==> src/rtl/camera_control_defs.sv <==
// Shared camera-path definitions: FIFO word layout, frame-start marker and DVP timing states.
package camera_control_defs;

  localparam int unsigned QueueWidth = 17;
  localparam int unsigned MarkerBit  = 16;
  localparam logic [QueueWidth-1:0] FrameMarker = 17'h10000;

  typedef enum logic [2:0] {
    StIdle,
    StVsync,
    StVbp,
    StActive,
    StVfp
  } dvp_state_e;

  function automatic logic is_marker(logic [QueueWidth-1:0] word);
    return word[MarkerBit] && (word[MarkerBit-1:0] == FrameMarker[MarkerBit-1:0]);
  endfunction

  function automatic int unsigned max_u(int unsigned a, int unsigned b);
    return (a > b) ? a : b;
  endfunction

endpackage

==> src/rtl/cam_dvp_emulator_if.sv <==
// Pixel FIFO read port plus DVP camera outputs and status flags of the emulator.
interface cam_dvp_emulator_if;
  import camera_control_defs::*;

  logic [QueueWidth-1:0] queue_data;
  logic                  queue_empty;
  logic                  queue_rd_en;
  logic                  cam_vsync;
  logic                  href;
  logic [7:0]            p_data;
  logic                  frame_done;
  logic                  underrun;
  logic                  marker_error;

  modport master (
    input  queue_data, queue_empty,
    output queue_rd_en, cam_vsync, href, p_data, frame_done, underrun, marker_error
  );

  modport slave (
    output queue_data, queue_empty,
    input  queue_rd_en, cam_vsync, href, p_data, frame_done, underrun, marker_error
  );

endinterface

==> src/rtl/cam_dvp_prefetch.sv <==
// One-word prefetch buffer in front of the pixel FIFO; flags frame-start markers as they land.
module cam_dvp_prefetch
  import camera_control_defs::*;
(
  input  logic                  clk,
  input  logic                  reset_n,
  input  logic [QueueWidth-1:0] queue_data_i,
  input  logic                  queue_empty_i,
  input  logic                  fetch_en_i,
  input  logic                  keep_i,
  input  logic                  consume_i,
  output logic                  queue_rd_en_o,
  output logic [15:0]           buf_o,
  output logic                  buf_valid_o,
  output logic                  marker_o
);

  logic        pending_q, pending_d;
  logic        buf_valid_q, buf_valid_d;
  logic [15:0] buf_q, buf_d;

  always_comb begin
    queue_rd_en_o = reset_n & fetch_en_i & ~queue_empty_i & ~pending_q &
                    (~buf_valid_q | consume_i);
    marker_o      = pending_q & is_marker(queue_data_i);
    pending_d     = queue_rd_en_o;
    buf_d         = buf_q;
    buf_valid_d   = buf_valid_q;
    if (consume_i) buf_valid_d = 1'b0;
    // Words landing while not keeping (hunting for a marker) are dropped.
    if (pending_q && !marker_o && keep_i) begin
      buf_d       = queue_data_i[15:0];
      buf_valid_d = 1'b1;
    end
    if (marker_o) buf_valid_d = 1'b0;
  end

  always_ff @(posedge clk or negedge reset_n) begin
    if (!reset_n) begin
      pending_q   <= 1'b0;
      buf_valid_q <= 1'b0;
      buf_q       <= '0;
    end else begin
      pending_q   <= pending_d;
      buf_valid_q <= buf_valid_d;
      buf_q       <= buf_d;
    end
  end

  assign buf_o       = buf_q;
  assign buf_valid_o = buf_valid_q;

endmodule

==> src/rtl/cam_dvp_emulator.sv <==
// DVP camera emulator: replays FIFO frames as registered vsync/href/byte timing.
module cam_dvp_emulator
  import camera_control_defs::*;
#(
  parameter int unsigned FRAME_WIDTH   = 640,
  parameter int unsigned FRAME_HEIGHT  = 480,
  parameter int unsigned H_BLANK       = 144,
  parameter int unsigned VSYNC_LINES   = 3,
  parameter int unsigned V_BACK_PORCH  = 17,
  parameter int unsigned V_FRONT_PORCH = 10
) (
  input logic                clk,
  input logic                reset_n,
  cam_dvp_emulator_if.master bus
);

  localparam int unsigned LINE_PERIOD = 2 * FRAME_WIDTH + H_BLANK;
  localparam int unsigned ActiveBytes = 2 * FRAME_WIDTH;
  localparam int unsigned VMax = max_u(max_u(VSYNC_LINES, V_BACK_PORCH),
                                       max_u(FRAME_HEIGHT, V_FRONT_PORCH));
  localparam int unsigned HcntW = (LINE_PERIOD > 1) ? $clog2(LINE_PERIOD) : 1;
  localparam int unsigned VcntW = (VMax > 1) ? $clog2(VMax) : 1;

  dvp_state_e       state_q, state_d;
  logic [HcntW-1:0] hcnt_q, hcnt_d;
  logic [VcntW-1:0] vcnt_q, vcnt_d;
  logic             cam_vsync_q, cam_vsync_d;
  logic             href_q, href_d;
  logic [7:0]       p_data_q, p_data_d;
  logic [7:0]       pix_lo_q, pix_lo_d;
  logic             frame_done_q, frame_done_d;
  logic             underrun_q, underrun_d;
  logic             marker_error_q, marker_error_d;

  logic        line_end, in_href, consume, last_pix, fetch_en, keep;
  logic        rd_en, buf_valid, marker;
  logic [15:0] buf_word;

  cam_dvp_prefetch u_prefetch (
    .clk           (clk),
    .reset_n       (reset_n),
    .queue_data_i  (bus.queue_data),
    .queue_empty_i (bus.queue_empty),
    .fetch_en_i    (fetch_en),
    .keep_i        (keep),
    .consume_i     (consume),
    .queue_rd_en_o (rd_en),
    .buf_o         (buf_word),
    .buf_valid_o   (buf_valid),
    .marker_o      (marker)
  );

  always_comb begin
    line_end = (32'(hcnt_q) == LINE_PERIOD - 1);
    in_href  = (state_q == StActive) && (32'(hcnt_q) < ActiveBytes);
    consume  = in_href && !hcnt_q[0];
    // Stop fetching once the frame's last pixel is consumed so the next marker waits in the FIFO.
    last_pix = (state_q == StActive) && (32'(vcnt_q) == FRAME_HEIGHT - 1) &&
               (32'(hcnt_q) >= ActiveBytes - 2);
    fetch_en = ((state_q == StIdle) || (state_q == StVbp) || (state_q == StActive)) && !last_pix;
    keep     = (state_q != StIdle);

    state_d      = state_q;
    hcnt_d       = hcnt_q + 1'b1;
    vcnt_d       = vcnt_q;
    frame_done_d = 1'b0;
    if (line_end) begin
      hcnt_d = '0;
      vcnt_d = vcnt_q + 1'b1;
    end

    unique case (state_q)
      StIdle:   if (marker) state_d = StVsync;
      StVsync:  if (line_end && 32'(vcnt_q) == VSYNC_LINES - 1) state_d = StVbp;
      StVbp: begin
        if (marker) state_d = StVsync;
        else if (line_end && 32'(vcnt_q) == V_BACK_PORCH - 1) state_d = StActive;
      end
      StActive: begin
        if (marker) state_d = StVsync;
        else if (line_end && 32'(vcnt_q) == FRAME_HEIGHT - 1) state_d = StVfp;
      end
      StVfp: begin
        if (line_end && 32'(vcnt_q) == V_FRONT_PORCH - 1) begin
          state_d      = StIdle;
          frame_done_d = 1'b1;
        end
      end
      default:  state_d = StIdle;
    endcase

    if (state_q == StIdle || state_d != state_q) begin
      hcnt_d = '0;
      vcnt_d = '0;
    end

    cam_vsync_d    = (state_q == StIdle) || (state_q == StVsync);
    href_d         = in_href;
    p_data_d       = '0;
    pix_lo_d       = pix_lo_q;
    if (consume) begin
      p_data_d = buf_valid ? buf_word[15:8] : 8'h00;
      pix_lo_d = buf_valid ? buf_word[7:0] : 8'h00;
    end else if (in_href) begin
      p_data_d = pix_lo_q;
    end
    underrun_d     = underrun_q | (consume & ~buf_valid);
    marker_error_d = marker_error_q | (marker & ((state_q == StVbp) | (state_q == StActive)));
  end

  always_ff @(posedge clk or negedge reset_n) begin
    if (!reset_n) begin
      state_q        <= StIdle;
      hcnt_q         <= '0;
      vcnt_q         <= '0;
      cam_vsync_q    <= 1'b1;
      href_q         <= 1'b0;
      p_data_q       <= '0;
      pix_lo_q       <= '0;
      frame_done_q   <= 1'b0;
      underrun_q     <= 1'b0;
      marker_error_q <= 1'b0;
    end else begin
      state_q        <= state_d;
      hcnt_q         <= hcnt_d;
      vcnt_q         <= vcnt_d;
      cam_vsync_q    <= cam_vsync_d;
      href_q         <= href_d;
      p_data_q       <= p_data_d;
      pix_lo_q       <= pix_lo_d;
      frame_done_q   <= frame_done_d;
      underrun_q     <= underrun_d;
      marker_error_q <= marker_error_d;
    end
  end

  assign bus.queue_rd_en  = rd_en;
  assign bus.cam_vsync    = cam_vsync_q;
  assign bus.href         = href_q;
  assign bus.p_data       = p_data_q;
  assign bus.frame_done   = frame_done_q;
  assign bus.underrun     = underrun_q;
  assign bus.marker_error = marker_error_q;

endmodule

==> src/flat_wrapper.sv <==
// flat-port wrapper written by rule: the top's interface ports become plain ports
module cam_dvp_emulator_flat import camera_control_defs::*;
#(
  parameter int unsigned FRAME_WIDTH   = 640,
  parameter int unsigned FRAME_HEIGHT  = 480,
  parameter int unsigned H_BLANK       = 144,
  parameter int unsigned VSYNC_LINES   = 3,
  parameter int unsigned V_BACK_PORCH  = 17,
  parameter int unsigned V_FRONT_PORCH = 10
)
  (clk, reset_n, bus_queue_data, bus_queue_empty, bus_queue_rd_en, bus_cam_vsync, bus_href, bus_p_data, bus_frame_done, bus_underrun, bus_marker_error);
  cam_dvp_emulator_if bus_i ();
  input logic clk;
  input logic reset_n;
  input wire logic [$bits(bus_i.queue_data)-1:0] bus_queue_data;
  input wire logic [$bits(bus_i.queue_empty)-1:0] bus_queue_empty;
  output wire logic [$bits(bus_i.queue_rd_en)-1:0] bus_queue_rd_en;
  output wire logic [$bits(bus_i.cam_vsync)-1:0] bus_cam_vsync;
  output wire logic [$bits(bus_i.href)-1:0] bus_href;
  output wire logic [$bits(bus_i.p_data)-1:0] bus_p_data;
  output wire logic [$bits(bus_i.frame_done)-1:0] bus_frame_done;
  output wire logic [$bits(bus_i.underrun)-1:0] bus_underrun;
  output wire logic [$bits(bus_i.marker_error)-1:0] bus_marker_error;
  assign bus_i.queue_data = bus_queue_data;
  assign bus_i.queue_empty = bus_queue_empty;
  assign bus_queue_rd_en = bus_i.queue_rd_en;
  assign bus_cam_vsync = bus_i.cam_vsync;
  assign bus_href = bus_i.href;
  assign bus_p_data = bus_i.p_data;
  assign bus_frame_done = bus_i.frame_done;
  assign bus_underrun = bus_i.underrun;
  assign bus_marker_error = bus_i.marker_error;
  cam_dvp_emulator #(.FRAME_WIDTH(FRAME_WIDTH), .FRAME_HEIGHT(FRAME_HEIGHT), .H_BLANK(H_BLANK), .VSYNC_LINES(VSYNC_LINES), .V_BACK_PORCH(V_BACK_PORCH), .V_FRONT_PORCH(V_FRONT_PORCH)) u_core (.clk(clk), .reset_n(reset_n), .bus(bus_i));
endmodule
==> config.mk <==
export PLATFORM = sky130hd
export DESIGN_NAME = cam_dvp_emulator_flat
export DESIGN_NICKNAME = d
export VERILOG_FILES = /design/src/rtl/camera_control_defs.sv /design/src/rtl/cam_dvp_emulator_if.sv /design/src/rtl/cam_dvp_prefetch.sv /design/src/rtl/cam_dvp_emulator.sv /design/src/flat_wrapper.sv
export SDC_FILE = /design/constraint.sdc
export NUM_CORES = 1
export LEC_CHECK = 0
export BUFFER_PORTS_ARGS = -buffer_cell sky130_fd_sc_hd__buf_2
export CORE_ASPECT_RATIO = 0.6
export CORE_UTILIZATION = 25
export CTS_CLUSTER_SIZE = 20
export DETAILED_ROUTE_END_ITERATION = 8
export RECOVER_POWER = 100
export SYNTH_ARGS = -nofsm -noshare
export SYNTH_HDL_FRONTEND = slang
export SYNTH_SLANG_ARGS = --single-unit
==> constraint.sdc <==
create_clock -name clk -period 2.1 [get_ports clk]
set_input_delay 0.42 -clock clk [delete_from_list [all_inputs] [get_ports clk]]
set_output_delay 0.42 -clock clk [all_outputs]
set_load 0.05 [all_outputs]
# After elaboration in Yosys (flattened, before gate mapping)
# Cells that the tools add are included.
[totals]
register_bits = 62
in_bits = 20
output_inout_bits = 14
[op_classes]
n_addsub = 2
n_lt_le_gt_ge = 2
eq_ne = 10
n_mux = 21
bitwise_logic = 14
reduce_logical = 24
[op_table]
columns = ["cell", "n"]
rows = [
  ["two-way mux 8 bit", 4],
  ["two-way mux 11 bit", 2],
  ["two-way mux 3 bit", 7],
  ["two-way mux 9 bit", 2],
  ["zero test 16 bit", 1],
  ["case mux 3 bit (5 select lines)", 1],
  ["logical AND 1 bit", 12],
  ["adder 11 x 1 -> 11 bit, second input constant", 1],
  ["== test 11 bit, second input constant", 1],
  ["greater-or-equal comparator 11 bit, second input constant", 1],
  ["< comparator 11 bit, second input constant", 1],
  ["adder 9 x 1 -> 9 bit, second input constant", 1],
  ["== test 9 x 2 -> 1 bit, second input constant", 1],
  ["== test 9 x 4 -> 1 bit, second input constant", 1],
  ["== test 9 x 5 -> 1 bit, second input constant", 1],
  ["== test 9 bit, second input constant", 1],
  ["bitwise AND 1 bit", 7],
  ["== test 3 x 2 -> 1 bit, second input constant", 2],
  ["nonzero test 3 bit", 2],
  ["two-way mux 1 bit", 5],
  ["logical OR 1 bit", 4],
  ["OR 1 bit", 4],
  ["== test 3 x 1 -> 1 bit, second input constant", 1],
  ["== test 3 bit, second input constant", 1],
  ["other kinds (5)", 9],
]

# Depth between registers and ports, before layout
# Gate-level depths: netlist of run 1.
[depth]
ltp_word = 9
depth_mapped = 8
depth_no_buf = 7

# By module
# From an unflattened synthesis of run 1, not the netlist that was laid out.
[hier_totals]
hier_cells = 321
hier_area_um2 = 3124.2
[by_module_without_submodules]
columns = ["module", "instances", "cells_each", "area_per_inst_um2", "seq_area_each_um2"]
rows = [
  ["cam_dvp_emulator", 1, 225, 2173.3, 1102.3],
  ["cam_dvp_prefetch", 1, 96, 950.9, 450.4],
]

# Least setup slack after synthesis of run 1
# OpenSTA, ideal clock, no wires.
[synth_timing]
path_kind = "register to output"
from = "reg u_core.vcnt_q[0]"
to = "out bus_queue_rd_en"
arrival_ns = 2.157
slack_ns = -0.477
stages_incl_launch_ff = 6
n_path_buf = 0
path_cell_list = "dfrtp_1 > ha_1 > and3_1 > and4b_1 > and3_1 > a31oi_1"
[synth_between]
elab_chain_cells = 9
[synth_lines]
columns = ["item", "line", "source"]
rows = [
  ["start: declaration", "cam_dvp_emulator.sv:26", "logic [VcntW-1:0] vcnt_q, vcnt_d;"],
  ["start signal: assignment", "cam_dvp_emulator.sv:126", "vcnt_q <= vcnt_d;"],
  ["== test 9 bit", "cam_dvp_emulator.sv:58", "last_pix = (state_q == StActive) && (32'(vcnt_q) == FRAME_HEIGHT - 1) &&"],
  ["logical AND 1 bit (2 in a row)", "cam_dvp_emulator.sv:58", ""],
  ["zero test 1 bit", "cam_dvp_emulator.sv:60", "fetch_en = ((state_q == StIdle) || (state_q == StVbp) || (state_q == StActive)) && !last_pix;"],
  ["logical AND 1 bit", "cam_dvp_emulator.sv:60", ""],
  ["bitwise AND 1 bit (4 in a row)", "cam_dvp_prefetch.sv:23", "queue_rd_en_o = reset_n & fetch_en_i & ~queue_empty_i & ~pending_q &"],
  ["end: declaration", "flat_wrapper.sv:17", "output wire logic [$bits(bus_i.queue_rd_en)-1:0] bus_queue_rd_en;"],
]
# No other way between the ends.

# Final worst setup path of run 1
# Same ends and word-level chain as after synthesis.

==> qor.txt, run 1 <==
Port Buf Inserts: 33
clock transition at the registers of the reported paths: 0.05 ns
final hold slack: 0.3099 ns
final cell count without fillers: 485
RSZ-0062 raised after global routing: true
Core ar.: 0.01089 sq mm
commonest non-fill, non-tap cell in the layout: dfrtp_1
Die ar.: 0.01200 sq mm
failing checks: max-capacitance violations, max-slew violations, negative setup slack
largest net degree at the start of global routing: 63
Clock Latency Late Sink: 0.33 ns
clock tree buffer depth: 2
Antenna diodes: 0
Inst Count DP: 466
Vias: 2303
Initial Util: 26.54%
status: finished with violations
final WL: 7.341 mm
TritonCTS buffer count: 9
boundary pin count: 34
gr usage total: 13.32%
final setup violation count: 1
post-synthesis compound-gate area fraction: 9.528%
Die W: 140.8 um
CP required: 1.68 ns
CTS Hold Bufs: 0
most frequent cells in the layout: dfrtp_1 (61), nand2_1 (35), nor2_1 (31), buf_4 (28), buf_2 (19)
Seq cells post-synth: 62
Worst EP arrival: 1.83 ns
Site Rows: 29
Avg Synthesized Cell Area: 10.58 sq um
Final ANT Viol Nets: 0
Area Growth Syn to Fin: 32.96%
DRC: 0
HP Class: in2reg
Netlist Area Pre-Place: 0.002889 sq mm
Syn Inst Count: 273
Max Cap Viol: 1
clock group share of total power: 58.0%
Reg2Reg Launch Point: u_core.vcnt_q[0]
xor-xnor portion of the synthesized cell area: 4.851%
fin crit share: 107.0%
sequential area share after synthesis: 53.75%
Synth area leader: dfrtp_1
clk_skew: 0.007699 ns
critical path class: reg2out
DR iter-0 viols: 175
share of Yosys cell area claimed by the top area cell type: 52.84%
LEAKAGE: 1.701 nW
post-layout min period: 2.247 ns
combinational family with the most area after synthesis: simple AND/OR/NAND/NOR gates
worst setup margin: -0.1474 ns
Final Hold Fails: 0
synthesized-area fraction occupied by adder cells: 2.165%
die height: 85.27 um
multiplexer share of the synthesized area: 6.236%
post-synth net total: 298
Post-DP HPWL: 5.271 mm
First-pass DRT Iterations: 4
Critical Path Fanout Max: 2
Pwr Density: 776.6 mW/mm^2
Nets: 366
synth top area cells: dfrtp_1 (53%), nand2_1 (4.5%), nor2_1 (4.0%), mux2_1 (3.9%), xor2_1 (2.7%)
Slew headroom: -3.542%
pre-CTS WS: -0.2087 ns
TritonCTS clock tree: built
max-slew violations: 63
root buffer cell: clkbuf_16
Setup crit end kind: output port
VDD IR max: 308.0 uV
first-pass GRT wire length: 11.83 mm
path depth of the worst reg2reg path: 8
f_max: 445.0 MHz
vias in the first global route: 2224
Via density: 4.748
CP Launch Type: flip-flop
Post-Synth Simple-Gate Area: 21.09%
Gate power share: 1.9%
Psw: 0.5762 mW
H-tree Lvls: 3
R2R Setup Slk: 0.01 ns
internal power: 2.407 mW
Routed WL per cell: 15.14 um
share of cells above drive strength 1: 25.43%
worst slew pin tran: 1.553 ns
gpl congestion: 0.7643
switch share: 19.32%
start point of the critical path: u_core.vcnt_q[0]
Ys Warns: 0
count of different cell masters after synthesis: 48
gr ovfl total: 0
worst flop-to-flop path endpoint: u_core.vcnt_q[2]
clock sinks: 62
antenna violations before repair: 2
Worst Setup EP: bus_queue_rd_en
sequential share of power: 40.1%
-- routing by layer --
layer / up-vias / wire length (um) / GRT usage (%)
met5: - / 13 / 0
met4: 2 / 82 / 4.842
met3: 10 / 489 / 5.643
met2: 47 / 2894 / 17.19
met1: 1141 / 3861 / 19.26
li1: 1103 / - / -
-- power groups by stage --
stage                     Combinational (mW)  Sequential (mW)  Clock [mW]
after floorplan                      0.00270             1.22           0
after global placement                0.0580             1.22           0
after detailed placement              0.0594             1.22           0
after CTS                             0.0590             1.20        1.77
after global routing                  0.0646             1.19        1.83
final                                 0.0555             1.20        1.73
-- worst min path at each step --
stage	start	end	slack, ns	cells after the start
2_1_floorplan	reset_n	u_core.bus.frame_done	0.12	0
3_3_place_gp	u_core.bus.marker_error	u_core.bus.marker_error	0.44	1
3_5_place_dp	u_core.bus.marker_error	u_core.bus.marker_error	0.44	1
4_1_cts	bus_queue_data[8]	u_core.u_prefetch.buf_o[8]	0.30	2
5_1_grt	bus_queue_data[8]	u_core.u_prefetch.buf_o[8]	0.32	2
6_report	bus_queue_data[8]	u_core.u_prefetch.buf_o[8]	0.31	2
-- logic make-up (layout without fill, tap and decap cells) --
family | count (synthesis) | after routing
flip-flops | 62 | 62
XOR/XNOR | 16 | 16
AO/OA/AOI/OAI | 42 | 42
multiplexers | 16 | 16
adder cells (fa/ha/maj) | 5 | 5
AND/OR/NAND/NOR | 117 | 117
buffers and inverters | 15 | 88
-- metrics by stage --
stage          TNS [ns]  power (mW)  instance area (sq um)  util (%)
2_1_floorplan         0       1.220                   2905         -
3_3_place_gp     -4.101       1.274                   3438     31.59
3_5_place_dp     -5.549       1.276                   3438     31.59
4_1_cts         -0.1545       3.028                   3839     35.26
5_1_grt         -0.4193       3.091                   3841     35.29
6_report        -0.1474       2.983                   3841     35.29
-- state kept, by name (all words and copies together) (netlist names), 3 cells and up --
| signal | count |
|---|---|
| u_core.u_prefetch.buf_o | 16 |
| u_core.hcnt_q | 11 |
| u_core.vcnt_q | 9 |
| u_core.pix_lo_q | 8 |
| u_core.state_q | 3 |
| u_core.bus.p_data | 8 |
-- final cells by class --
cell class | instances | area [sq um]
fill | 1095 | 7044
sequential | 62 | 1553
multi-input combinational | 196 | 1334
timing repair buffer | 67 | 412.9
clock buffer | 11 | 242.7
tap | 139 | 173.9
clock inverter | 5 | 106.4
inverter | 5 | 18.77
-- critical path: stages, from the launching register on --
cell	delay, ns
dfrtp_1	0.41
ha_4	0.18
and3_4	0.17
and4b_1	0.22
and3_4	0.18
a31oi_4	0.15
buf_6	0.18
-- synthesized netlist by cell type (all sizes together) --
cell type and count:
dfrtp 61, nand2 36, nor2 31, mux2 16
o21ai 13, xor2 9, a22oi 8, nand4 7
xnor2 7, clkbuf 6, nand3 6, nor3 6
a211oi 5, a21oi 5, and3 5, ha 5
inv 5, nor2b 5, buf 4, a21o 3
a31oi 3, nor4 3, a41o 2, and4 2
nand4b 2, or3 2, or4 2, a32o 1
and3b 1, and4b 1, dfstp 1, nand2b 1
nand3b 1, nand4bb 1, nor4b 1, nor4bb 1
o21bai 1, o31a 1, or2b 1, or3b 1
or4b 1
-- repair_timing --
item | CTS | global route
buffers inserted | 3 | 0
setup endpoints to repair | 1 | 8
gates cloned | 0 | 0
gates resized for setup | 6 | 8
pin swaps | 3 | 0
No activity file was read; power rests on OpenSTA's default activity.
==> run 2: changes to the inputs <==
--- a/config.mk
+++ b/config.mk
@@ -11,5 +11,4 @@
 export CTS_CLUSTER_SIZE = 20
 export DETAILED_ROUTE_END_ITERATION = 8
-export RECOVER_POWER = 100
 export SYNTH_ARGS = -nofsm -noshare
 export SYNTH_HDL_FRONTEND = slang
==> constraint.sdc (replaced) <==
create_clock -name clk -period 2.9 [get_ports clk]
set_input_delay 0.145 -clock clk [delete_from_list [all_inputs] [get_ports clk]]
set_output_delay 0.145 -clock clk [all_outputs]
set_load 0.05 [all_outputs]
==> qor.txt, run 2 (synthesis gave the netlist of run 1 again) <==
Inst Count DP: 441 (-5.4%)
final setup violation count: 0 (-1)
Setup crit end kind: output port
Via density: 4.810 (+1.3%)
largest net degree at the start of global routing: 63 (unchanged)
max-slew violations: 0 (-100%)
switch share: 19.19% (-0.13 points)
clock group share of total power: 55.7% (-2.3 points)
final core utilization: 32.52% (-2.8 points)
status: finished, final reports clean
vias in the first global route: 2126 (-4.4%)
Post-DP HPWL: 4.915 mm (-6.8%)
Area Growth Syn to Fin: 22.52%
final cell count without fillers: 457 (-5.8%)
Psw: 0.3918 mW (-32%)
Final Hold Fails: 0 (unchanged)
Slew headroom: 48.52% (+52 points)
gpl congestion: 0.7502 (-1.8%)
Gate power share: 1.8% (about the same)
Setup TNS Final: 0 ns (+0.1474 ns)
Die W: 140.8 um (unchanged)
CP required: 2.76 ns (+1.08 ns)
Vias: 2198 (-4.6%)
Die ar.: 0.01200 sq mm (unchanged)
post-CTS setup buffers: 0 (-3)
Site Rows: 29 (unchanged)
LEAKAGE: 1.609 nW (-5.4%)
Critical Path Fanout Max: 7 (+5)
cts repair resizes: 0 (-6)
design area: 0.003540 sq mm (-7.9%)
CP Cell Sequence: ha_1, and3_1, and4b_1, and3_1, a31oi_1, buf_2
placed instance area: 0.003223 sq mm (-6.3%)
post-layout min period: 2.469 ns
final hold slack: 0.02394 ns (-0.2860 ns)
CTS Hold Bufs: 0 (unchanged)
Power Total: 2.042 mW (-32%)
Worst Path Buf+Inv: 1 (unchanged)
VDD IR max: 237.4 uV (-23%)
DR iter-0 viols: 192 (+9.7%)
Multi-input gate area: 0.001267 sq mm (-5.0%)
gr ovfl total: 0 (unchanged)
pre-CTS WS: 0.7362 ns (+0.9449 ns)
root buffer cell: clkbuf_16
Layout fillers: 1117 (+2.0%)
most frequent cells in the layout: dfrtp_1 (61), nand2_1 (35), buf_2 (33), nor2_1 (31), o21ai_0 (13)
Clock Latency Late Sink: 0.33 ns (about the same)
share of cells above drive strength 1: 20.44% (-5.0 points)
first-pass GRT wire length: 11.39 mm (-3.8%)
final WL: 6.912 mm (-5.8%)
f_max: 405.1 MHz
RSZ-0062 raised after global routing: false
Core ar.: 0.01089 sq mm (unchanged)
internal power: 1.650 mW (-31%)
Worst path slowest cell: dfrtp_1
DRC: 0 (unchanged)
Reg area: 0.001553 sq mm (unchanged)
clock tree buffer depth: 2 (unchanged)
cell family with most CP delay: simple AND/OR/NAND/NOR gates
clk_skew: 0.004202 ns (-0.003498 ns)
CP Launch Type: flip-flop
boundary pin count: 34 (unchanged)
Antenna diodes: 0 (unchanged)
clock sinks: 62 (unchanged)
TritonCTS clock tree: built
gr usage total: 12.71% (-0.61 points)
H-tree Lvls: 3 (unchanged)
die height: 85.27 um (unchanged)
most used cell, CP: and3_1
HP Class: in2async
Worst EP arrival: 2.32 ns (+0.49 ns)
max FFs per register: 16 (unchanged)
antenna violations before repair: 0 (-2)
critical path class: reg2out
Nets: 338 (-7.7%)
Final ANT Viol Nets: 0 (unchanged)
Port Buf Inserts: 33 (unchanged)
Initial Util: 26.54% (unchanged)
clock transition at the registers of the reported paths: 0.05 ns (about the same)
commonest non-fill, non-tap cell in the layout: dfrtp_1
sequential share of power: 42.4% (+2.3 points)
Max Cap Viol: 0 (-1)
worst slew pin tran: 0.7722 ns (-0.7809 ns)
Worst path max stage delay: 0.46 ns (+0.05 ns)
fin crit share: 85.13%
Pwr Density: 576.8 mW/mm^2 (-26%)
Routed WL per cell: 15.12 um (about the same)
First-pass DRT Iterations: 4 (unchanged)
worst setup margin: 0.4313 ns (+0.5788 ns)
TritonCTS buffer count: 9 (unchanged)
run 2: worst paths after layout:
path | end | slack, ns | start | cells after the start
max | bus_queue_rd_en | 0.43 | u_core.vcnt_q[0] | 6
min | u_core.hcnt_q[4] | 0.02 | reset_n | 2
max reg2reg | u_core.vcnt_q[2] | 0.71 | u_core.vcnt_q[0] | 6
min reg2reg | u_core.bus.marker_error | 0.47 | u_core.bus.marker_error | 1
max in group asynchronous | u_core.bus.p_data[5] | 2.35 | reset_n | 2
min in group clk | u_core.u_prefetch.buf_o[12] | 0.05 | bus_queue_data[12] | 2
run 2: area by class of cell:
cell class | instances | share of cell area [%]
clock buffer | 12 | 6.964
clock inverter | 4 | 1.980
inverter | 5 | 0.5302
multi-input combinational | 196 | 35.81
sequential | 62 | 43.87
tap | 139 | 4.913
timing repair buffer | 39 | 5.939
run 2: routing by layer:
metal / vias up / global-route usage, % / share of wire, %
li1: 1044 / - / -
met1: 1086 / 18.97 / 52
met2: 64 / 15.92 / 40
met3: 4 / 4.571 / 7.2
met4: 0 / 5.632 / 0.88
met5: - / 0 / 0
run 2: power groups by stage:
stage               Combinational (mW)  Clock, mW  Sequential (mW)
global placement                0.0391          0            0.881
finish                          0.0374       1.14            0.866
detailed placement              0.0394          0            0.881
floorplan                      0.00196          0            0.881
global route                    0.0432       1.21            0.865
CTS                             0.0396       1.17            0.866
==> run 3: changes to the inputs <==
CORE_ASPECT_RATIO = 1.1   (was 0.6)
PLACE_DENSITY = 0.43   (was unset)
==> qor.txt, run 3 (synthesis gave the netlist of run 1 again) <==
status: finished, final reports clean
Gate power share: 1.8% (about the same)
Area Growth Syn to Fin: 23.13%
final core utilization: 32.16% (-0.36 points)
Psw: 0.4201 mW (+7.2%)
VDD IR max: 282.5 uV (+19%)
Core ar.: 0.01106 sq mm (+1.6%)
most frequent cells in the layout: dfrtp_1 (61), nand2_1 (35), buf_2 (33), nor2_1 (31), o21ai_0 (13)
Site Rows: 40 (+38%)
internal power: 1.649 mW (about the same)
first-pass GRT wire length: 11.41 mm (+0.24%)
boundary pin count: 34 (unchanged)
clock sinks: 62 (unchanged)
f_max: 406.0 MHz (+0.23%)
sequential share of power: 41.8% (-0.6 points)
Post-DP HPWL: 4.637 mm (-5.7%)
Final ANT Viol Nets: 0 (unchanged)
root buffer cell: clkbuf_16
Die ar.: 0.01199 sq mm (-0.12%)
design area: 0.003557 sq mm (+0.49%)
Clock Latency Late Sink: 0.33 ns (about the same)
post-layout min period: 2.463 ns (-0.005724 ns)
max-slew violations: 0 (unchanged)
commonest non-fill, non-tap cell in the layout: dfrtp_1
CP required: 2.76 ns (about the same)
pre-CTS WS: 0.7275 ns (-0.008704 ns)
First-pass DRT Iterations: 4 (unchanged)
final setup violation count: 0 (unchanged)
Vias: 2120 (-3.5%)
gr ovfl total: 0 (unchanged)
DR iter-0 viols: 89 (-54%)
Layout fillers: 1174 (+5.1%)
worst setup margin: 0.4371 ns (+0.005724 ns)
TritonCTS buffer count: 9 (unchanged)
Via density: 4.559 (-5.2%)
Final Hold Fails: 0 (unchanged)
max FFs per register: 16 (unchanged)
layer with the highest usage: met2
Setup crit end kind: output port
die height: 114.7 um (+35%)
Worst path slowest cell: dfrtp_1
Worst Path Buf+Inv: 1 (unchanged)
Pwr Density: 581.6 mW/mm^2 (+0.83%)
antenna violations before repair: 0 (unchanged)
gr usage total: 12.40% (-0.31 points)
Die W: 104.5 um (-26%)
RSZ-0062 raised after global routing: false
worst slew pin tran: 0.7838 ns (+0.01164 ns)
met2 usage: 19.12% (+3.2 points)
clock tree buffer depth: 2 (unchanged)
H-tree Lvls: 3 (unchanged)
clk_skew: 0.005750 ns (+0.001549 ns)
Slew headroom: 47.74% (-0.78 points)
switch share: 20.30% (+1.1 points)
TritonCTS clock tree: built
Power Total: 2.069 mW (+1.3%)
Routed WL per cell: 14.65 um (-3.1%)
Setup TNS Final: 0 ns (unchanged)
Initial Util: 26.12% (-0.42 points)
clock group share of total power: 56.3% (+0.6 points)
clock transition at the registers of the reported paths: 0.05 ns (about the same)
DRC: 0 (unchanged)
fin crit share: 84.93% (-0.20 points)
Nets: 338 (unchanged)
CP Launch Type: flip-flop
Antenna diodes: 0 (unchanged)
gpl congestion: 0.7677 (+2.3%)
vias in the first global route: 2175 (+2.3%)
Port Buf Inserts: 33 (unchanged)
CP Cell Sequence: ha_1, and3_1, and4b_1, and3_1, a31oi_1, buf_2
CTS Hold Bufs: 0 (unchanged)
post-CTS setup buffers: 0 (unchanged)
met1 usage: 16.35% (-2.6 points)
critical path class: reg2out
Max Cap Viol: 0 (unchanged)
Worst EP arrival: 2.32 ns (about the same)
Worst path max stage delay: 0.45 ns (about the same)
final WL: 6.813 mm (-1.4%)
cell family with most CP delay: simple AND/OR/NAND/NOR gates
LEAKAGE: 1.607 nW (-0.13%)
cts repair resizes: 0 (unchanged)
met3 GRT Util: 3.005% (-1.6 points)
most used cell, CP: and3_1
share of cells above drive strength 1: 21.07% (+0.63 points)
largest net degree at the start of global routing: 63 (unchanged)
HP Class: in2reg
placed instance area: 0.003233 sq mm (+0.31%)
Critical Path Fanout Max: 7 (unchanged)
==> run 3: cell count changes in the layout (fill, tap and decap cells not counted), sizes merged <==
| cell | previous run | this run |
|---|---|---|
| clkinvlp | 0 | 2 |
| clkbuf | 12 | 10 |
==> run 3: worst reg2reg max path: stages, from the launching register on <==
cell	delay (ns)
dfrtp_1	0.45
ha_1	0.27
and3_1	0.20
and4b_1	0.23
a32o_1	0.37
or3_1	0.37
a21oi_1	0.15
==> run 3: routing by layer <==
layer | vias to the layer above | wire length, um
li1 | 1047 | -
met1 | 1023 | 3329
met2 | 43 | 3097
met3 | 7 | 303
met4 | 0 | 83
met5 | - | 0
==> run 3: power by group through the flow <==
stage | clock [mW] | sequential (mW) | combinational [mW]
final | 1.17 | 0.866 | 0.0380
after global routing | 1.23 | 0.865 | 0.0440
after CTS | 1.19 | 0.865 | 0.0404
after detailed placement | 0 | 0.881 | 0.0403
after global placement | 0 | 0.881 | 0.0402
after floorplan | 0 | 0.881 | 0.00196
==> run 3: final cells by class <==
class | instances | area [sq um] | share of cell area, %
Clock inverter | 6 | 85.08 | 2.392
Sequential cell | 62 | 1553 | 43.65
Inverter | 5 | 18.77 | 0.5276
Multi-Input combinational cell | 196 | 1267 | 35.63
Timing Repair Buffer | 39 | 210.2 | 5.909
Clock buffer | 10 | 239.0 | 6.718
Tap cell | 147 | 183.9 | 5.171
==> run 3: final timing paths <==
path / to / depth (start not counted) / startpoint / slack [ns]
min in group asynchronous: u_core.pix_lo_q[6] / 2 / reset_n / 0.06
setup reg to reg: u_core.vcnt_q[2] / 6 / u_core.vcnt_q[0] / 0.80
max in group asynchronous: u_core.bus.p_data[7] / 2 / reset_n / 2.34
setup / recovery: bus_queue_rd_en / 6 / u_core.vcnt_q[0] / 0.44
hold / removal: u_core.u_prefetch.buf_o[12] / 2 / bus_queue_data[12] / 0.04
hold reg to reg: u_core.bus.marker_error / 1 / u_core.bus.marker_error / 0.45
==> run 3: per-stage QoR <==
| stage | cells | hold WS (ns) |
|---|---|---|
| global placement | 449 | 0.3768 |
| CTS | 465 | 0.03595 |
| finish | 465 | 0.04036 |
| floorplan | 273 | -0.1506 |
| global route | 465 | 0.05351 |
| detailed placement | 449 | 0.3762 |
